File: config.mk
export PLATFORM = sky130hd
export DESIGN_NAME = reg_bank_reader
export DESIGN_NICKNAME = d
export VERILOG_FILES = /design/src/rtl/reg_bank_reader.sv
export SDC_FILE = /design/constraint.sdc
export NUM_CORES = 1
export LEC_CHECK = 0
export CAP_MARGIN = 20
export CORE_ASPECT_RATIO = 0.5
export CORE_MARGIN = 3
export CORE_UTILIZATION = 40
export DETAILED_ROUTE_END_ITERATION = 16
export MAX_ROUTING_LAYER = met4
export PLACE_DENSITY = 0.79
export RECOVER_POWER = 50
export SYNTH_ARGS = -nofsm -noshare
export SYNTH_HDL_FRONTEND = slang
export SYNTH_SLANG_ARGS = --single-unit
File: constraint.sdc
create_clock -name clk -period 1.99 [get_ports clk]
set_clock_uncertainty 0.1 [all_clocks]
set_input_delay 0.2985 -clock clk [delete_from_list [all_inputs] [get_ports clk]]
set_output_delay 0.2985 -clock clk [all_outputs]
set_load 0.02 [all_outputs]
File: src/rtl/reg_bank_reader.sv
// reg_bank_reader: takes an atomic snapshot of q0..q2 on start and streams
// it out as one byte-wide beat per valid/ready handshake, with a last marker,
// a one-cycle done pulse and a wrapping completed-frame counter.
// Optional build macro READBACK_CHECKSUM_EN appends a fourth beat carrying
// snap0^snap1^snap2; last then moves to that beat.
module reg_bank_reader #(
    parameter int unsigned WIDTH = 8,
    parameter int unsigned CNT_W = 8
) (
    input  logic             clk,
    input  logic             rst_n,
    input  logic             start,
    input  logic [WIDTH-1:0] q0,
    input  logic [WIDTH-1:0] q1,
    input  logic [WIDTH-1:0] q2,
    input  logic             out_ready,
    output logic             out_valid,
    output logic [WIDTH-1:0] out_data,
    output logic             out_last,
    output logic             busy,
    output logic             done,
    output logic [CNT_W-1:0] frame_cnt
);

`ifdef READBACK_CHECKSUM_EN
    localparam int unsigned ST_W = 3;
`else
    localparam int unsigned ST_W = 2;
`endif

    localparam logic [ST_W-1:0] IDLE = ST_W'(0);
    localparam logic [ST_W-1:0] S0   = ST_W'(1);
    localparam logic [ST_W-1:0] S1   = ST_W'(2);
    localparam logic [ST_W-1:0] S2   = ST_W'(3);
`ifdef READBACK_CHECKSUM_EN
    localparam logic [ST_W-1:0] SC   = ST_W'(4);
`endif

    logic [ST_W-1:0]  state_q, state_d;
    logic [WIDTH-1:0] snap0_q, snap0_d;
    logic [WIDTH-1:0] snap1_q, snap1_d;
    logic [WIDTH-1:0] snap2_q, snap2_d;
    logic [WIDTH-1:0] data_d;
    logic             valid_d;
    logic             last_d;
    logic             busy_d;
    logic             done_d;
    logic [CNT_W-1:0] cnt_d;
    logic             xfer;

    assign xfer = out_valid && out_ready;

    // State, snapshot and registered outputs; reset wins over everything
    always_ff @(posedge clk) begin
        if (!rst_n) begin
            state_q   <= IDLE;
            snap0_q   <= '0;
            snap1_q   <= '0;
            snap2_q   <= '0;
            out_data  <= '0;
            out_valid <= 1'b0;
            out_last  <= 1'b0;
            busy      <= 1'b0;
            done      <= 1'b0;
            frame_cnt <= '0;
        end else begin
            state_q   <= state_d;
            snap0_q   <= snap0_d;
            snap1_q   <= snap1_d;
            snap2_q   <= snap2_d;
            out_data  <= data_d;
            out_valid <= valid_d;
            out_last  <= last_d;
            busy      <= busy_d;
            done      <= done_d;
            frame_cnt <= cnt_d;
        end
    end

    // Next-state and next-output logic; beats only advance on a handshake
    always_comb begin
        state_d = state_q;
        snap0_d = snap0_q;
        snap1_d = snap1_q;
        snap2_d = snap2_q;
        data_d  = out_data;
        valid_d = out_valid;
        last_d  = out_last;
        done_d  = 1'b0;
        cnt_d   = frame_cnt;

        case (state_q)
            IDLE: begin
                if (start) begin
                    snap0_d = q0;
                    snap1_d = q1;
                    snap2_d = q2;
                    state_d = S0;
                    valid_d = 1'b1;
                    data_d  = q0;
                    last_d  = 1'b0;
                end
            end
            S0: begin
                if (xfer) begin
                    state_d = S1;
                    data_d  = snap1_q;
                end
            end
            S1: begin
                if (xfer) begin
                    state_d = S2;
                    data_d  = snap2_q;
`ifdef READBACK_CHECKSUM_EN
                    last_d  = 1'b0;
`else
                    last_d  = 1'b1;
`endif
                end
            end
            S2: begin
                if (xfer) begin
`ifdef READBACK_CHECKSUM_EN
                    state_d = SC;
                    data_d  = snap0_q ^ snap1_q ^ snap2_q;
                    last_d  = 1'b1;
`else
                    state_d = IDLE;
                    valid_d = 1'b0;
                    data_d  = '0;
                    last_d  = 1'b0;
                    done_d  = 1'b1;
                    cnt_d   = frame_cnt + CNT_W'(1);
`endif
                end
            end
`ifdef READBACK_CHECKSUM_EN
            SC: begin
                if (xfer) begin
                    state_d = IDLE;
                    valid_d = 1'b0;
                    data_d  = '0;
                    last_d  = 1'b0;
                    done_d  = 1'b1;
                    cnt_d   = frame_cnt + CNT_W'(1);
                end
            end
`endif
            default: begin
                state_d = IDLE;
                valid_d = 1'b0;
                data_d  = '0;
                last_d  = 1'b0;
            end
        endcase

        busy_d = (state_d != IDLE);
    end

endmodule

==> metrics.txt, run 1 <==
Leakage=0.901 nW; global placement routability congestion=0.758; post-synthesis cell area=1650 um^2; Worst setup SP type=input pin; setup TNS=0 ns; power per cell area=728 nW/um^2; CP arrival=1.92 ns; Hold Buf Count CTS=0; Post-CTS Setup Bufs=0; syn_nets=210; area growth from synthesis to layout=36.5%; filler cell count=318; Final #Nets=258; Tcrit/Tclk final=90.6%; grt ovf=0; Yosys reg bits=38; clk_lat worst skew=0.28 ns; Clock Sinks=38; Final ANT Viol Nets=0; Placed Instances=273; unrepaired setup endpoints after global routing=no; n_diodes=0; Die ar.=4980 um^2; endpoint type of the worst setup path=register; Finished Layout Cells=281; Max VDD drop=0.309 mV; worst hold margin=0.360 ns; Hold Vio Cnt, Final=0; Die X=96.9 um; placed cell areas=2170 um^2; synth top area cells=dfxtp_1, nand2_1, a21oi_1, mux2i_1, o211a_1; sequential share of the synthesized area=46.1%; vias in the first global route=1419; Post-Route WL=3.88 mm; crit path time final=1.80 ns; std cell rows=15; Finished Core Util=61.0%; fraction of registers with async set/reset=0%; run status=complete, no violations; Post-synth EDFFs=0; Max clock buf depth=2; pre-CTS setup slack=0.0468 ns; PostCTS Resize Cnt=0; vias per cell=5.23; IO buf count=47; CP Data Required Time=2.11 ns; cells after synthesis=181; Crit Reg-Reg Endpoint=frame_cnt[3]; clock root cell=clkbuf_8; Max-Slew Margin vs Limit=73.1%; CP Class=input pin to register; Least-Margin Pin Slew=0.403 ns; worst hold path depth=2; register area=761 um^2; global-route wire length before repair=6.44 mm; All-Layer GR Usage=16.5%; initial antenna violation count=0; 1st-iter DRT viols=81; R2R depth=4; Slew Viols, Final=0; multi-input logic area=782 um^2; wire length per cell=13.8 um; Worst-path clk slew=0.07 ns; Avg Cell Area, Syn=9.12 um^2; crit path to=frame_cnt[3]; Reg2Reg Launch Point=state_q[1]; CORE AREA=3700 um^2; post-route worst setup slack=0.187 ns; TritonCTS clock tree=yes; dominant cell type by area after synthesis=dfxtp_1; Initial Utilization=44.7%; largest net degree at the start of global routing=27; Final setup viols=0; total power=1.64 mW; fmax=0.555 GHz; share of cells above drive strength 1=8.26%; Crit Path Max Fanout=10; Ports=48; Remaining DRCs=0; cell area after layout=2250 um^2; start point of the critical path=out_ready; dominant synthesized flop cell=dfxtp_1; die height=51.4 um; vias=1470; DR pass1 iterations=4; placed wire-length estimate=2.83 mm; H-tree Lvls=2; share of the synthesized area in the top cell type=46.1%; Reg2Reg Setup Slack=0.19 ns; max-cap violation count=0; Hold Crit Class=register to register; CTS Buf Count=5; synth unique cells=32; Syn. warnings=0
routing by layer:
| layer | vias up | wire (um) | track usage, % |
|---|---|---|---|
| li1 | 745 | - | - |
| met1 | 677 | 1890 | 22.4 |
| met2 | 46 | 1800 | 25.3 |
| met3 | 2 | 181 | 4.36 |
| met4 | 0 | 17 | 2.56 |
| met5 | - | 0 | - |
where the power goes:
group	total, mW	leakage, nW	internal [mW]	switching (mW)
clock network	0.539	0.0472	0.278	0.261
logic	0.268	0.542	0.139	0.129
registers	0.834	0.311	0.804	0.0297
worst max-delay path, stage by stage:
cell and delay [ns]:
dlygate4sd3_1 0.60, nand4_1 0.27, buf_4 0.27, or3_1 0.34
a21oi_1 0.14
cell type report:
class / count / share of cell area [%]
flip-flops and latches: 38 / 33.7
multi-input cells: 124 / 34.7
inverters: 4 / 0.666
well taps: 51 / 2.83
repair buffers: 56 / 23.9
clock inverters: 2 / 0.555
clock buffers: 6 / 3.66
cell families after synthesis:
family / Yosys count / share of synthesized area [%]
simple gates: 64 / 19.8
buf+inv: 19 / 6.21
compound gates: 47 / 20.1
fa+ha+maj: 1 / 0.757
flops: 38 / 46.1
mux: 10 / 6.06
xor+xnor: 2 / 1.06
sequential cells by signal, summed over array words and instances, names as in the netlist:
name	cells
snap2_q	8
out_data	8
frame_cnt	8
snap1_q	8
state_q	2
out_valid	1
done	1
out_last	1
busy	1
worst min-delay path by stage:
stage               startpoint         end  slack, ns
floorplan                q1[0]  snap1_q[0]       0.33
global placement    snap2_q[6]  snap2_q[6]       0.34
detailed placement  snap2_q[7]  snap2_q[7]       0.35
CTS                 snap2_q[7]  snap2_q[7]       0.36
global route        snap2_q[6]  snap2_q[6]       0.38
finish              snap2_q[7]  snap2_q[7]       0.36
cell usage after synthesis (2+ instances only):
| cell | instances |
|---|---|
| a21oi_1 | 22 |
| buf_2 | 7 |
| buf_6 | 3 |
| clkbuf_1 | 4 |
| dfxtp_1 | 38 |
| inv_1 | 3 |
| mux2i_1 | 10 |
| nand2_1 | 34 |
| nand3_1 | 3 |
| nand3b_1 | 8 |
| nor2_1 | 5 |
| o211a_1 | 9 |
| o21ai_0 | 3 |
| o221ai_1 | 8 |
| o311a_1 | 2 |
| o31ai_1 | 2 |
| or3_1 | 3 |
| or4_1 | 2 |
| xor2_1 | 2 |
cell usage in the layout, fill, tap and decap left out, types with 5 or more instances in the layout:
cell type        synthesis  routed
dlygate4sd3_1            0      11
nor2_1                   5       5
buf_4                    0       9
o221ai_1                 8       8
nand2_1                 34      34
a21oi_1                 22      22
nand3b_1                 8       8
clkbuf_8                 0       6
clkdlybuf4s50_1          0      36
o211a_1                  9       9
mux2i_1                 10      10
dfxtp_1                 38      38
Note: power is estimated with default switching activity, not from simulation.
==> inputs of run 2 (changes only) <==
- CORE_UTILIZATION: 40 -> 46
- PLACE_DENSITY: 0.79 -> 0.88
==> metrics.txt, run 2 (synthesis gave the netlist of run 1 again) <==
IO buf count=47 (unchanged); Slew Viols, Final=0 (unchanged); endpoint type of the worst setup path=register; share of cells above drive strength 1=8.26% (unchanged); Clock Sinks=38 (unchanged); crit path time final=1.78 ns (-0.0180 ns); start point of the critical path=rst_n; Final setup viols=0 (unchanged); vias in the first global route=1508 (+6.3%); setup TNS=0 ns (unchanged); unrepaired setup endpoints after global routing=no; placed cell areas=2160 um^2 (-0.17%); fmax=0.560 GHz (+1.0%); CTS Buf Count=5 (unchanged); Worst-path clk slew=0.08 ns (about the same); PostCTS Resize Cnt=0 (unchanged); total power=1.66 mW (+1.5%); Max clock buf depth=2 (unchanged); power per cell area=739 nW/um^2 (+1.6%); H-tree Lvls=2 (unchanged); clock root cell=clkbuf_8; critical hold path startpoint=snap1_q[2]; CORE AREA=3210 um^2 (-13%); WP buf/inv=3 (+1); 1st-iter DRT viols=134 (+65%); CP arrival=1.83 ns (-0.09 ns); initial antenna violation count=0 (unchanged); Remaining DRCs=0 (unchanged); Worst path slowest cell=clkbuf_1; CP top delay family=buffers and inverters; Post-Route WL=4.19 mm (+7.8%); placed wire-length estimate=2.98 mm (+5.2%); Crit Path Max Fanout=20 (+10); CP Class=input pin to register; cell area after layout=2250 um^2 (-0.17%); post-route worst setup slack=0.205 ns (+0.0180 ns); run status=complete, no violations; wire length per cell=15.1 um (+8.9%); Hold Buf Count CTS=0 (unchanged); max-cap violation count=0 (unchanged); most frequent cells in the layout=clkdlybuf4s50_1, dfxtp_1, nand2_1; Post-CTS Setup Bufs=0 (unchanged); global placement routability congestion=0.809 (+6.8%); Max-Slew Margin vs Limit=38.9% (-34 points); Final #Nets=258 (unchanged); clk_lat worst skew=0.29 ns (about the same); Hold Vio Cnt, Final=0 (unchanged); Reg2Reg Launch Point=state_q[1]; Initial Utilization=51.5% (+6.9 points); filler cell count=258 (-19%); largest net degree at the start of global routing=21 (-22%); Leakage=0.885 nW (-1.8%); vias=1536 (+4.5%); TritonCTS clock tree=yes; die height=48.4 um (-6.0%); CP Data Required Time=2.03 ns (-0.08 ns); Largest stage delay, worst path=0.71 ns (+0.11 ns); vias per cell=5.53 (+5.6%); Die ar.=4390 um^2 (-12%); Worst setup SP type=input pin; Final ANT Viol Nets=0 (unchanged); pre-CTS setup slack=0.0640 ns (+0.0172 ns); std cell rows=14 (-1); n_diodes=0 (unchanged); area growth from synthesis to layout=36.3%; Ports=48 (unchanged); Tcrit/Tclk final=89.7% (-0.90 points); All-Layer GR Usage=20.1% (+3.6 points); CP cell instances=dlygate4sd3_1 -> clkinv_1 -> clkbuf_1 -> nor2_1; Hold Crit Class=register to register; global-route wire length before repair=6.89 mm (+7.0%); most common cell after layout, fill and taps aside=clkdlybuf4s50_1; grt ovf=0 (unchanged); DR pass1 iterations=4 (unchanged); Die X=90.7 um (-6.3%); Least-Margin Pin Slew=0.916 ns (+0.513 ns); Max VDD drop=0.385 mV (+25%)
## run 2: changes by cell type in the layout (fill, tap and decap cells not counted)
cell and delta:
clkdlybuf4s50_1 +7, dlygate4sd3_1 -7, buf_4 -2, clkbuf_1 +1
clkbuf_2 +1, nand4_1 -1, nand4_2 +1
## run 2: worst paths after layout
| kind | slack [ns] | end | depth (start not counted) |
|---|---|---|---|
| max | 0.21 | out_valid | 4 |
| min | 0.36 | snap1_q[2] | 2 |
| max reg2reg | 0.21 | out_data[0] | 4 |
| min reg2reg | 0.36 | snap1_q[2] | 2 |
## run 2: layer usage
layer / up-vias / share of wire, % / GRT usage [%] / routed length, um
met5: - / 0 / - / 0
met3: 6 / 5.8 / 6.19 / 243
met1: 732 / 44 / 24.7 / 1860
li1: 741 / - / - / -
met2: 57 / 48 / 31.0 / 2030
met4: 0 / 1.3 / 8.38 / 56
## run 2: power by group
part	leakage, nW	internal (mW)	total (mW)	switching [mW]
Sequential	0.311	0.804	0.833	0.0294
Combinational	0.526	0.142	0.276	0.134
Clock	0.0472	0.278	0.555	0.276
Total	0.885	1.22	1.66	0.440
## run 2: cell type report
| type | count | area, um^2 | share of cell area [%] |
|---|---|---|---|
| Multi-Input combinational cell | 124 | 788 | 35.0 |
| Sequential cell | 38 | 761 | 33.8 |
| Timing Repair Buffer | 56 | 532 | 23.6 |
| Clock buffer | 6 | 82.6 | 3.67 |
| Tap cell | 48 | 60.1 | 2.67 |
| Inverter | 4 | 15.0 | 0.667 |
| Clock inverter | 2 | 12.5 | 0.556 |
## run 2: tightest hold or removal path: stages (launching register included)
cell	delay [ns]
dfxtp_1	0.31
nand2_1	0.05
a21oi_1	0.05
## run 2: through the flow
step | utilization [%] | cells | hold WS, ns
2_1_floorplan | - | 181 | 0.334
3_3_place_gp | 67.4 | 270 | 0.344
3_5_place_dp | 67.4 | 270 | 0.348
4_1_cts | 70.4 | 278 | 0.358
5_1_grt | 70.2 | 278 | 0.375
6_report | 70.2 | 278 | 0.360
==> inputs of run 3 (changes only) <==
- CORE_UTILIZATION: 46 -> 49
- CTS_BUF_LIST: default -> sky130_fd_sc_hd__clkbuf_8
- PLACE_DENSITY: 0.88 -> 0.92
- RECOVER_POWER: 50 -> 100
==> metrics.txt, run 3 (synthesis gave the netlist of run 1 again) <==
run status=complete, no violations; global placement routability congestion=0.834 (+3.1%); Least-Margin Pin Slew=0.811 ns (-0.105 ns); wire length per cell=15.4 um (+2.0%); Tcrit/Tclk final=91.3% (+1.6 points); endpoint type of the worst setup path=output port; WP buf/inv=1 (-2); NetSw=410 uW (-6.7%); post-route worst setup slack=0.174 ns (-0.0311 ns); vias=1524 (-0.78%); n_diodes=0 (unchanged); area growth from synthesis to layout=34.4%; vias in the first global route=1498 (-0.66%); DR pass1 iterations=4 (unchanged); global-route wire length before repair=6.76 mm (-1.8%); clk_lat worst skew=0.29 ns (about the same); CP top delay family=buffers and inverters; P_int=1.20 mW (-1.6%); vias per cell=5.69 (+2.9%); total power=1.62 mW (-3.0%); placed wire-length estimate=2.92 mm (-1.8%); Hold Crit Class=register to register; pre-CTS setup slack=0.00827 ns (-0.0557 ns); clock power share=32.2% (-1.1 points); CTS Buf Count=5 (unchanged); CP Data Required Time=1.59 ns (-0.44 ns); std cell rows=14 (unchanged); Post-CTS Setup Bufs=0 (unchanged); share of cells above drive strength 1=6.58% (-1.7 points); power per cell area=728 nW/um^2 (-1.6%); Post-Route WL=4.11 mm (-1.7%); Final setup viols=0 (unchanged); CP Class=register to output port; CORE AREA=3120 um^2 (-2.7%); Max clock buf depth=2 (unchanged); TritonCTS clock tree=yes; most frequent cells in the layout=dfxtp_1, nand2_1, clkdlybuf4s50_1; Die X=88.1 um (-2.9%); Switching Share=25.4% (-1.0 points); IO buf count=47 (unchanged); Final #Nets=258 (unchanged); clock root cell=clkbuf_8; Hold Vio Cnt, Final=0 (unchanged); max-cap violation count=0 (unchanged); Max VDD drop=0.347 mV (-9.8%); Worst setup SP type=register; Final ANT Viol Nets=0 (unchanged); filler cell count=234 (-9.3%); unrepaired setup endpoints after global routing=no; Initial Utilization=53.0% (+1.4 points); sequential power share=51.7% (+1.6 points); initial antenna violation count=0 (unchanged); largest net degree at the start of global routing=19 (-9.5%); die height=47.1 um (-2.7%); Ports=48 (unchanged); Largest stage delay, worst path=0.71 ns (about the same); Remaining DRCs=0 (unchanged); Hold Buf Count CTS=0 (unchanged); Comb pwr share=16.1% (-0.5 points); Die ar.=4150 um^2 (-5.6%); setup TNS=0 ns (unchanged); CP cell instances=dlygate4sd3_1; Max-Slew Margin vs Limit=45.9% (+7.0 points); Slew Viols, Final=0 (unchanged); Crit Path Max Fanout=6 (-70%); Worst path slowest cell=dlygate4sd3_1; CP arrival=1.42 ns (-0.41 ns); All-Layer GR Usage=22.5% (+2.3 points); most common cell after layout, fill and taps aside=dfxtp_1; fmax=0.551 GHz (-1.7%); Leakage=0.924 nW (+4.5%); crit path time final=1.82 ns (+0.0311 ns); H-tree Lvls=2 (unchanged); Worst-path clk slew=0.07 ns (about the same); 1st-iter DRT viols=71 (-47%); Clock Sinks=38 (unchanged); grt ovf=0 (unchanged)
[run 3: cell type report]
| cell class | count | area [um^2] | share of cell area, % |
|---|---|---|---|
| Sequential cell | 38 | 762 | 34.3 |
| Timing Repair Buffer | 56 | 527 | 23.7 |
| Multi-Input combinational cell | 124 | 783 | 35.3 |
| Tap cell | 40 | 50.0 | 2.25 |
| Inverter | 4 | 15.0 | 0.676 |
| Clock buffer | 6 | 82.6 | 3.72 |
[run 3: worst paths after layout]
kind / slack (ns) / end / cells after the start / startpoint
max: 0.17 / out_valid / 1 / out_valid
min: 0.36 / snap1_q[0] / 2 / snap1_q[0]
max reg2reg: 0.30 / frame_cnt[4] / 4 / state_q[1]
min reg2reg: 0.36 / snap1_q[0] / 2 / snap1_q[0]
[run 3: power by group through the flow]
stage                     Sequential [mW]  Combinational [mW]  Clock (mW)
after floorplan                     0.867               0.129           0
after global placement              0.849               0.261           0
after detailed placement            0.852               0.267           0
after CTS                           0.835               0.270       0.524
after global routing                0.840               0.283       0.552
final                               0.835               0.260       0.520
[run 3: layer usage]
metal  vias to the layer above  routed length (um)  GRT usage (%)
met3                         8                 177           5.43
met5                         -                   0              -
met2                        34                2040           37.9
li1                        742                   -              -
met1                       740                1840           26.9
met4                         0                  60           8.13
[run 3: what timing repair did]
item,CTS,global route
setup endpoints to repair,0,2
hold endpoints to repair,0,0
gates resized for setup,0,1
[run 3: through the flow]
| stage | instance area (um^2) | hold slack [ns] | cells | util [%] |
|---|---|---|---|---|
| finish | 2220 | 0.365 | 268 | 71.2 |
| floorplan | 1650 | 0.334 | 181 | - |
| detailed placement | 2150 | 0.354 | 262 | 69.0 |
| global placement | 2150 | 0.342 | 262 | 69.0 |
| CTS | 2230 | 0.363 | 268 | 71.7 |
| global route | 2220 | 0.378 | 268 | 71.2 |
